File: config.mk
export PLATFORM = sky130hd
export DESIGN_NAME = load_store_unit_flat
export DESIGN_NICKNAME = d
export VERILOG_FILES = /design/src/rtl/load_store_unit_if.sv /design/src/rtl/load_store_unit.sv /design/src/flat_wrapper.sv
export SDC_FILE = /design/constraint.sdc
export NUM_CORES = 1
export LEC_CHECK = 0
export CORE_UTILIZATION = 28
export CTS_CLUSTER_DIAMETER = 40
export DETAILED_ROUTE_END_ITERATION = 12
export GPL_ROUTABILITY_DRIVEN = 1
export GPL_TIMING_DRIVEN = 0
export PLACE_DENSITY = 0.52
export SYNTH_ARGS = -nofsm -noshare
export SYNTH_HDL_FRONTEND = slang
export SYNTH_SLANG_ARGS = --single-unit
File: constraint.sdc
create_clock -name clk -period 3.46 [get_ports clk]
set_input_delay 0.519 -clock clk [delete_from_list [all_inputs] [get_ports clk]]
set_output_delay 0.519 -clock clk [all_outputs]
set_load 0.01 [all_outputs]
File: src/rtl/load_store_unit_if.sv
// Request/response and data-memory port bundle for the load/store unit.
// The slave modport is the LSU's view; master is the execute-stage/memory side.
interface load_store_unit_if #(
    parameter int ADDR_W = 48
);
    logic              req_valid;
    logic              req_ready;
    logic              req_write;
    logic [2:0]        req_funct3;
    logic [63:0]       req_base;
    logic [11:0]       req_offset;
    logic [63:0]       req_wdata;
    logic              resp_valid;
    logic [63:0]       resp_rdata;
    logic              resp_fault;
    logic [ADDR_W-1:0] mem_address;
    logic [63:0]       mem_write_data;
    logic              mem_write;
    logic              mem_read;
    logic [63:0]       mem_read_data;

    modport slave (
        input  req_valid, req_write, req_funct3, req_base, req_offset, req_wdata,
        input  mem_read_data,
        output req_ready, resp_valid, resp_rdata, resp_fault,
        output mem_address, mem_write_data, mem_write, mem_read
    );

    modport master (
        output req_valid, req_write, req_funct3, req_base, req_offset, req_wdata,
        output mem_read_data,
        input  req_ready, resp_valid, resp_rdata, resp_fault,
        input  mem_address, mem_write_data, mem_write, mem_read
    );
endinterface

File: src/rtl/load_store_unit.sv
// Load/store unit: forms the effective address, checks faults, and drives a
// word-wide single-port memory, using read-modify-write for sub-word stores.
module load_store_unit #(
    parameter int ADDR_W    = 48,
    parameter int MEM_WORDS = 124
) (
    input  logic              clk,
    input  logic              rst_n,
    load_store_unit_if.slave  bus
);

    typedef enum logic [2:0] {IDLE, RD, RWAIT, WR, RESP} state_t;

    localparam logic [47:0] MEM_WORDS_W = 48'(MEM_WORDS);

    state_t              state_q, state_d;
    logic [ADDR_W-1:0]   addr_q, addr_d;
    logic [2:0]          lane_q, lane_d;
    logic [2:0]          funct3_q, funct3_d;
    logic                is_write_q, is_write_d;
    logic [63:0]         wdata_q, wdata_d;
    logic [63:0]         mem_wdata_q, mem_wdata_d;
    logic                mem_read_q, mem_read_d;
    logic                mem_write_q, mem_write_d;
    logic                resp_valid_q, resp_valid_d;
    logic [63:0]         resp_rdata_q, resp_rdata_d;
    logic                resp_fault_q, resp_fault_d;

    logic [63:0] eff;
    logic        out_of_range;
    logic        misaligned;
    logic        bad_funct3;
    logic        fault_now;
    logic [5:0]  shamt;
    logic [63:0] shifted;
    logic [63:0] load_val;
    logic [63:0] lane_mask;
    logic [63:0] merged;

    assign eff          = bus.req_base + {{52{bus.req_offset[11]}}, bus.req_offset};
    assign out_of_range = (eff[63:51] != 13'd0) || (eff[50:3] >= MEM_WORDS_W);
    assign bad_funct3   = (bus.req_funct3 == 3'b111) || (bus.req_write && bus.req_funct3[2]);
    assign fault_now    = out_of_range || misaligned || bad_funct3;

    always_comb begin
        misaligned = 1'b0;
        case (bus.req_funct3[1:0])
            2'b01:   misaligned = eff[0];
            2'b10:   misaligned = |eff[1:0];
            2'b11:   misaligned = |eff[2:0];
            default: misaligned = 1'b0;
        endcase
    end

    // Read-word datapath: lane extraction for loads, lane merge for sub-word stores.
    assign shamt   = {lane_q, 3'b000};
    assign shifted = bus.mem_read_data >> shamt;

    always_comb begin
        load_val = 64'd0;
        case (funct3_q)
            3'b000:  load_val = {{56{shifted[7]}},  shifted[7:0]};
            3'b001:  load_val = {{48{shifted[15]}}, shifted[15:0]};
            3'b010:  load_val = {{32{shifted[31]}}, shifted[31:0]};
            3'b011:  load_val = shifted;
            3'b100:  load_val = {56'd0, shifted[7:0]};
            3'b101:  load_val = {48'd0, shifted[15:0]};
            3'b110:  load_val = {32'd0, shifted[31:0]};
            default: load_val = 64'd0;
        endcase
    end

    always_comb begin
        lane_mask = 64'hFFFF_FFFF_FFFF_FFFF;
        case (funct3_q[1:0])
            2'b00:   lane_mask = 64'h0000_0000_0000_00FF;
            2'b01:   lane_mask = 64'h0000_0000_0000_FFFF;
            2'b10:   lane_mask = 64'h0000_0000_FFFF_FFFF;
            default: lane_mask = 64'hFFFF_FFFF_FFFF_FFFF;
        endcase
    end

    assign merged = (bus.mem_read_data & ~(lane_mask << shamt)) | ((wdata_q & lane_mask) << shamt);

    always_comb begin
        state_d      = state_q;
        addr_d       = addr_q;
        lane_d       = lane_q;
        funct3_d     = funct3_q;
        is_write_d   = is_write_q;
        wdata_d      = wdata_q;
        mem_wdata_d  = mem_wdata_q;
        mem_read_d   = 1'b0;
        mem_write_d  = 1'b0;
        resp_valid_d = 1'b0;
        resp_rdata_d = resp_rdata_q;
        resp_fault_d = resp_fault_q;
        case (state_q)
            IDLE: begin
                if (bus.req_valid) begin
                    addr_d     = eff[3 +: ADDR_W];
                    lane_d     = eff[2:0];
                    funct3_d   = bus.req_funct3;
                    is_write_d = bus.req_write;
                    wdata_d    = bus.req_wdata;
                    if (fault_now) begin
                        state_d      = RESP;
                        resp_valid_d = 1'b1;
                        resp_fault_d = 1'b1;
                        resp_rdata_d = 64'd0;
                    end else if (bus.req_write && bus.req_funct3[1:0] == 2'b11) begin
                        state_d     = WR;
                        mem_write_d = 1'b1;
                        mem_wdata_d = bus.req_wdata;
                    end else begin
                        state_d    = RD;
                        mem_read_d = 1'b1;
                    end
                end
            end
            RD: state_d = RWAIT;
            RWAIT: begin
                if (is_write_q) begin
                    state_d     = WR;
                    mem_write_d = 1'b1;
                    mem_wdata_d = merged;
                end else begin
                    state_d      = RESP;
                    resp_valid_d = 1'b1;
                    resp_fault_d = 1'b0;
                    resp_rdata_d = load_val;
                end
            end
            WR: begin
                state_d      = RESP;
                resp_valid_d = 1'b1;
                resp_fault_d = 1'b0;
                resp_rdata_d = 64'd0;
            end
            RESP:    state_d = IDLE;
            default: state_d = IDLE;
        endcase
    end

    always_ff @(posedge clk or negedge rst_n) begin
        if (!rst_n) begin
            state_q      <= IDLE;
            addr_q       <= '0;
            lane_q       <= 3'd0;
            funct3_q     <= 3'd0;
            is_write_q   <= 1'b0;
            wdata_q      <= 64'd0;
            mem_wdata_q  <= 64'd0;
            mem_read_q   <= 1'b0;
            mem_write_q  <= 1'b0;
            resp_valid_q <= 1'b0;
            resp_rdata_q <= 64'd0;
            resp_fault_q <= 1'b0;
        end else begin
            state_q      <= state_d;
            addr_q       <= addr_d;
            lane_q       <= lane_d;
            funct3_q     <= funct3_d;
            is_write_q   <= is_write_d;
            wdata_q      <= wdata_d;
            mem_wdata_q  <= mem_wdata_d;
            mem_read_q   <= mem_read_d;
            mem_write_q  <= mem_write_d;
            resp_valid_q <= resp_valid_d;
            resp_rdata_q <= resp_rdata_d;
            resp_fault_q <= resp_fault_d;
        end
    end

    // Ready is masked while reset is held so every output reads 0 during reset.
    assign bus.req_ready      = rst_n & (state_q == IDLE);
    assign bus.resp_valid     = resp_valid_q;
    assign bus.resp_rdata     = resp_rdata_q;
    assign bus.resp_fault     = resp_fault_q;
    assign bus.mem_address    = addr_q;
    assign bus.mem_write_data = mem_wdata_q;
    assign bus.mem_write      = mem_write_q;
    assign bus.mem_read       = mem_read_q;

endmodule

File: src/flat_wrapper.sv
// flat-port wrapper written by rule: the top's interface ports become plain ports
module load_store_unit_flat 
#(
    parameter int ADDR_W    = 48,
    parameter int MEM_WORDS = 124
)
  (clk, rst_n, bus_req_valid, bus_req_write, bus_req_funct3, bus_req_base, bus_req_offset, bus_req_wdata, bus_mem_read_data, bus_req_ready, bus_resp_valid, bus_resp_rdata, bus_resp_fault, bus_mem_address, bus_mem_write_data, bus_mem_write, bus_mem_read);
  load_store_unit_if #(.ADDR_W(ADDR_W)) bus_i ();
  input  logic clk;
  input  logic rst_n;
  input wire logic [$bits(bus_i.req_valid)-1:0] bus_req_valid;
  input wire logic [$bits(bus_i.req_write)-1:0] bus_req_write;
  input wire logic [$bits(bus_i.req_funct3)-1:0] bus_req_funct3;
  input wire logic [$bits(bus_i.req_base)-1:0] bus_req_base;
  input wire logic [$bits(bus_i.req_offset)-1:0] bus_req_offset;
  input wire logic [$bits(bus_i.req_wdata)-1:0] bus_req_wdata;
  input wire logic [$bits(bus_i.mem_read_data)-1:0] bus_mem_read_data;
  output wire logic [$bits(bus_i.req_ready)-1:0] bus_req_ready;
  output wire logic [$bits(bus_i.resp_valid)-1:0] bus_resp_valid;
  output wire logic [$bits(bus_i.resp_rdata)-1:0] bus_resp_rdata;
  output wire logic [$bits(bus_i.resp_fault)-1:0] bus_resp_fault;
  output wire logic [$bits(bus_i.mem_address)-1:0] bus_mem_address;
  output wire logic [$bits(bus_i.mem_write_data)-1:0] bus_mem_write_data;
  output wire logic [$bits(bus_i.mem_write)-1:0] bus_mem_write;
  output wire logic [$bits(bus_i.mem_read)-1:0] bus_mem_read;
  assign bus_i.req_valid = bus_req_valid;
  assign bus_i.req_write = bus_req_write;
  assign bus_i.req_funct3 = bus_req_funct3;
  assign bus_i.req_base = bus_req_base;
  assign bus_i.req_offset = bus_req_offset;
  assign bus_i.req_wdata = bus_req_wdata;
  assign bus_i.mem_read_data = bus_mem_read_data;
  assign bus_req_ready = bus_i.req_ready;
  assign bus_resp_valid = bus_i.resp_valid;
  assign bus_resp_rdata = bus_i.resp_rdata;
  assign bus_resp_fault = bus_i.resp_fault;
  assign bus_mem_address = bus_i.mem_address;
  assign bus_mem_write_data = bus_i.mem_write_data;
  assign bus_mem_write = bus_i.mem_write;
  assign bus_mem_read = bus_i.mem_read;
  load_store_unit #(.ADDR_W(ADDR_W), .MEM_WORDS(MEM_WORDS)) u_core (.clk(clk), .rst_n(rst_n), .bus(bus_i));
endmodule
==> impl_metrics.toml, run 1 <==
[global_route]
grt_pass1_vias = 21800
grt_start_max_net_pins = 89
grt-ovfl-total = 0
grt_first_pass_wirelength_um = 152000
grt_usage = 0.295
antenna_found_initial = 2

[synthesis]
seq_area_frac_synth = 0.329
ys_types = 77
syn_avg_cell_area_um2 = 7.88
synth_flop_cell = "dfrtp_1"
synth_edf_count = 0
yosys_register_bits = 254
synthTopCellsByArea = "dfrtp_1 (33%), nand2_1 (9.0%), a21oi_1 (7.7%)"
synth_top_area_share = 0.329
synth_area_um2 = 19300
synth_common_cells = "nand2_1 (465), a21oi_1 (297), dfrtp_1 (254)"
synth-async-reset-ratio = 1.00
syn_nets = 2727
ys_warn_count = 0
syn_inst = 2452
synth.most_common_cell = "nand2_1"
synth_top_area_cell = "dfrtp_1"

[critical_path]
end_kind = "register"
cp_max_fo = 5
cp.arrival_ns = 4.88
critPathRequiredTime_ns = 3.93
rrSetupSlack_ns = -0.60
critical_path_class = "in2reg"
worst_setup_path_start_kind = "input port"

[cells_and_area]
area_growth_pct = 49.8
nNetsFinal = 3245
fin_util = 0.427
layout-drive-gt1-share = 0.177
fin_area_um2 = 28900
n_fill_cell = 6724

[place]
dpl_cell_area_um2 = 24500
dp_hpwl_um = 85700
gp_congestion = 1.01
place_ws_ns = -3.39
port_buffers = 391

[timing]
rsz0062_at_grt = "true"
tightest_slew_ns = 1.29
fin_skew_ns = 0.0168
fin_tns_setup_ns = -109.40
timing.fmax_mhz = 227
slew_headroom = 0.140
fin_crit_sh = 1.28
fin_ws_ns = -0.954
setup_violations = 135
hold_violations = 0
final_max_slew_viol_count = 0
min_period_ns = 4.41

[floorplanning]
die_area_um2 = 70000
die_w_um = 265
rows = 95
ios = 392
initial_core_util = 0.285
die_h_um = 265
design.core.area_um2 = 67800

[clock_network]
cts_made_buffers = 50
cts.sinks = 254
clkSlewWorstSetupHoldPaths_ns = 0.05
h-tree-depth = 2
clock_latency_ns = 0.60
cts_root_buf = "clkbuf_16"
tritoncts = "built"
ctsLongestPathBuffers = 3

[route]
drc = 0
first_pass_iters = 6
route.final.wire_length_um = 108000
drt_iter0_drc = 2216
avgViaCountPerCell = 5.79
num_vias = 22500
wl_per_cell_um = 27.7
postRouteAntennaNets = 0

[job]
cap_violations = 0

[worst_hold_path]
min_path_type = "in2reg"

[power_and_ir_drop]
peakVddDrop_mv = 0.283
power.density_nw_per_um2 = 462
finalPower_uw = 13400
leakage_uw = 0.0118

[status]
violations = "setup timing"
status = "finished with violations"
[cells by family (layout without fill, tap and decap cells)]
kind of cell / count (synthesis) / in the layout / share of synthesized area
multiplexers: 177 / 177 / 0.102
adder cells (fa/ha/maj): 64 / 64 / 0.0419
AO/OA/AOI/OAI: 762 / 762 / 0.250
XOR/XNOR: 38 / 38 / 0.0172
AND/OR/NAND/NOR: 952 / 952 / 0.217
buffers and inverters: 205 / 765 / 0.0428
other: 0 / 2 / 0
flip-flops: 254 / 254 / 0.329
[worst max-delay path, stage by stage]
cell	delay, ns
buf_6	0.10
ha_4	0.15
fa_2	0.33
a21o_1	0.17
a221o_2	0.43
a311oi_4	0.39
o32ai_4	0.22
o31a_1	0.31
or3_4	0.37
a2111oi_4	0.30
nand4_1	0.22
nor4b_4	0.26
buf_4	0.18
a31o_4	0.18
buf_12	0.15
buf_12	0.14
clkbuf_16	0.15
mux2_4	0.29
[power breakdown]
group,internal (uW),switching (uW),total (uW)
clock network,3360,1780,5140
registers,3220,258,3480
logic,1710,3040,4750
[placed cells by master, fill, tap and decap left out, types with 13 or more instances in the layout]
| cell type | count |
|---|---|
| clkbuf_1 | 108 |
| nor3_1 | 43 |
| xor2_1 | 17 |
| o21ai_1 | 19 |
| xnor2_1 | 18 |
| buf_12 | 14 |
| clkdlybuf4s50_1 | 376 |
| o21ai_0 | 115 |
| a31oi_1 | 16 |
| ha_4 | 26 |
| buf_1 | 19 |
| nor2b_1 | 19 |
| a221oi_1 | 27 |
| a21oi_2 | 28 |
| nor2_1 | 208 |
| mux2_2 | 39 |
| clkbuf_16 | 64 |
| a32oi_1 | 19 |
| nand2_1 | 456 |
| nand4_1 | 82 |
| a21oi_1 | 262 |
| and2_1 | 17 |
| buf_4 | 66 |
| ha_1 | 22 |
| and3_1 | 22 |
| a211oi_1 | 64 |
| nand3_1 | 26 |
| mux2i_1 | 68 |
| inv_1 | 20 |
| a22oi_1 | 18 |
| buf_6 | 20 |
| a21o_1 | 13 |
| ha_2 | 15 |
| o211ai_1 | 23 |
| dfrtp_1 | 254 |
| mux2_4 | 64 |
[flip-flops by register name, indices dropped and copies added, names as in the netlist, 3 cells and up]
name and count:
u_core.bus.mem_write_data 64, u_core.bus.resp_rdata 64, u_core.wdata_q 64, u_core.bus.mem_address 48, u_core.funct3_q 3, u_core.lane_q 3
u_core.state_q 3
[through the flow]
step / hold WS (ns) / cells
6_report: 0.293 / 3887
5_1_grt: 0.325 / 3885
4_1_cts: 0.270 / 3844
3_5_place_dp: 0.462 / 3720
3_3_place_gp: 0.460 / 3716
2_1_floorplan: 0.223 / 2452
[what timing repair did]
item,in CTS,in global routing
buffers inserted,50,35
cloned,8,11
setup endpoints to repair,151,136
hold buffers,2,0
endpoints found under the hold margin,59,0
pin swaps,59,75
gates resized for setup,270,147
[path summary, 6_finish.rpt]
path | end | cells after the start | from
setup / recovery | u_core.bus.mem_write_data[15] | 18 | bus_req_offset[0]
setup reg to reg | u_core.bus.mem_write_data[47] | 10 | u_core.lane_q[0]
hold reg to reg | u_core.wdata_q[61] | 2 | u_core.wdata_q[61]
max in group asynchronous | u_core.funct3_q[2] | 3 | rst_n
min in group asynchronous | u_core.bus.resp_rdata[18] | 2 | rst_n
hold / removal | u_core.lane_q[0] | 4 | bus_req_base[0]
[layer usage]
metal	track usage	up-vias	routed length (um)	part of all wire
met5	0	-	9	0.000084
met4	0.106	2	4010	0.037
met3	0.0477	180	7740	0.072
met2	0.471	1089	48800	0.45
met1	0.402	11200	47000	0.44
li1	-	10100	-	-
[layout make-up]
type / count / area, um2 / share of cell area
inverters: 24 / 90.1 / 0.00311
repair buffers: 497 / 5180 / 0.179
flip-flops and latches: 254 / 6360 / 0.220
clock buffers: 63 / 1410 / 0.0489
multi-input cells: 1993 / 13600 / 0.471
plain buffers: 150 / 811 / 0.0280
clock inverters: 31 / 367 / 0.0127
well taps: 873 / 1090 / 0.0378
diodes: 2 / 5.00 / 0.000173
Power figures use the tool's default switching activity.
==> run 2: changes to the inputs <==
- GPL_TIMING_DRIVEN: 0 -> not set
==> run 2 against run 1 <==
  * First-iteration DRC count grew 6.3%
  * Combinational power grew 11%
  * The flow still finishes with violations (setup timing)
  * Cell count grew 9.2%
  * Largest power group unchanged
  * Non-clock buffer count grew 345
==> impl_metrics.toml, run 2 (synthesis gave the netlist of run 1 again) <==
[status]
status = "finished with violations"
violations = "setup timing"

[power_and_ir_drop]
p_int_uw = 8990
p_sw_uw = 5280
peakVddDrop_mv = 0.320
pwr-share-seq = 0.248
comb_power_share = 0.368
leakage_uw = 0.0140
pwr-share-clk = 0.384
sw_frac_of_total = 0.370
power.density_nw_per_um2 = 447

[cells_and_area]
nNetsFinal = 3597
finalNonFillerCells = 4244
layout_common_cells = "buf_4 (536), nand2_1 (461), clkdlybuf4s50_1 (367), a21oi_1 (270), dfrtp_1 (251)"
final_common_cell = "buf_4"
area_growth_pct = 65.3
fin_area_um2 = 31900
layout-drive-gt1-share = 0.287

[timing]
fin_skew_ns = 0.0175
rsz0062_at_grt = "true"
slew_headroom = 0.287
fin_crit_sh = 1.29
min_period_ns = 4.47
timing.fmax_mhz = 224
fin_ws_ns = -1.01
setup_violations = 135
tightest_slew_ns = 1.07
final_max_slew_viol_count = 0
hold_violations = 0

[critical_path]
critPathRequiredTime_ns = 3.95
end_kind = "register"
critical_path_class = "in2reg"
cp.arrival_ns = 4.97
cp_max_fo = 18
worst_setup_path_start_kind = "input port"

[place]
dpl_cell_area_um2 = 27900
dp_cells = 4068
dp_hpwl_um = 83800
gp_congestion = 0.982
port_buffers = 391
place_ws_ns = -2.16

[floorplanning]
die_w_um = 265
rows = 95
initial_core_util = 0.285
ios = 392
die_h_um = 265
design.core.area_um2 = 67800
die_area_um2 = 70000

[worst_hold_path]
min_path_type = "in2async"

[clock_network]
h-tree-depth = 2
tritoncts = "built"
clkSlewWorstSetupHoldPaths_ns = 0.05
ctsLongestPathBuffers = 3
cts.sinks = 254
clock_latency_ns = 0.61
cts_root_buf = "clkbuf_16"
cts_made_buffers = 54

[route]
wl_per_cell_um = 25.2
avgViaCountPerCell = 5.55
route.final.wire_length_um = 107000
postRouteAntennaNets = 0
num_vias = 23600
drt_iter0_drc = 2355
drc = 0
first_pass_iters = 6

[global_route]
grt_first_pass_wirelength_um = 156000
grt_pass1_vias = 23500
grt_start_max_net_pins = 91
antenna_found_initial = 5
grt-ovfl-total = 0
grt_usage = 0.299

[job]
cap_violations = 0
## run 2: worst paths after layout
check | cells past startpoint | start | slack (ns) | end
worst max register to register | 10 | u_core.lane_q[0] | 0.27 | u_core.bus.resp_rdata[40]
worst min-delay path | 2 | rst_n | 0.34 | u_core.bus.mem_write_data[49]
min in group clk | 5 | bus_req_offset[0] | 0.39 | u_core.lane_q[0]
max in group asynchronous | 4 | rst_n | 1.69 | u_core.bus.resp_rdata[13]
worst max-delay path | 20 | bus_req_offset[11] | -1.01 | u_core.bus.mem_write_data[42]
worst min register to register | 2 | u_core.wdata_q[63] | 0.48 | u_core.wdata_q[63]
## run 2: critical path, cell delays in order
cell	delay (ns)
buf_2	0.13
buf_12	0.16
buf_4	0.16
ha_1	0.34
buf_4	0.18
nand2_1	0.09
o211ai_1	0.16
a211o_1	0.33
a32o_2	0.32
buf_4	0.18
o2111ai_4	0.20
a21o_1	0.15
o211ai_1	0.26
or4_4	0.61
nor2_4	0.17
a31o_4	0.27
buf_12	0.15
buf_8	0.12
buf_12	0.14
mux2_4	0.31
## run 2: metal layers
layer  share of wire  vias up  global-route usage
li1                -    10800                   -
met1            0.44    11600               0.408
met2            0.46     1030               0.486
met3           0.065      176              0.0391
met4           0.032        4              0.0959
met5         0.00021        -                   0
## run 2: per-stage QoR
step	hold slack (ns)	util	total power [uW]	setup TNS [ns]
floorplan	0.223	-	5680	-94.12
global placement	0.372	0.412	8510	-264.90
detailed placement	0.375	0.412	8510	-276.41
CTS	0.321	0.467	14200	-107.63
global route	0.349	0.471	14800	-129.35
finish	0.340	0.471	14300	-111.11
## run 2: power groups by stage
stage / clock network (uW) / logic (uW) / registers, uW
global route: 5700 / 5540 / 3560
floorplan: 0 / 2210 / 3470
global placement: 0 / 4940 / 3570
detailed placement: 0 / 4930 / 3580
CTS: 5550 / 5110 / 3530
finish: 5470 / 5250 / 3540
## run 2: timing repair
item	CTS	global route
cloned	15	1
buffers inserted	50	10
setup endpoints to repair	135	135
endpoints found under the hold margin	17	0
hold buffers	1	0
gates resized for setup	256	45
pin swaps	104	15
## run 2: final cells by class
| type | instances | area, um2 |
|---|---|---|
| Fill cell | 6580 | 35800 |
| Timing Repair Buffer | 992 | 9100 |
| Clock inverter | 44 | 531 |
| Tap cell | 873 | 1090 |
| Multi-Input combinational cell | 1996 | 13400 |
| Clock buffer | 58 | 1380 |
| Inverter | 24 | 90.1 |
| Sequential cell | 254 | 6360 |
| Antenna cell | 3 | 7.51 |
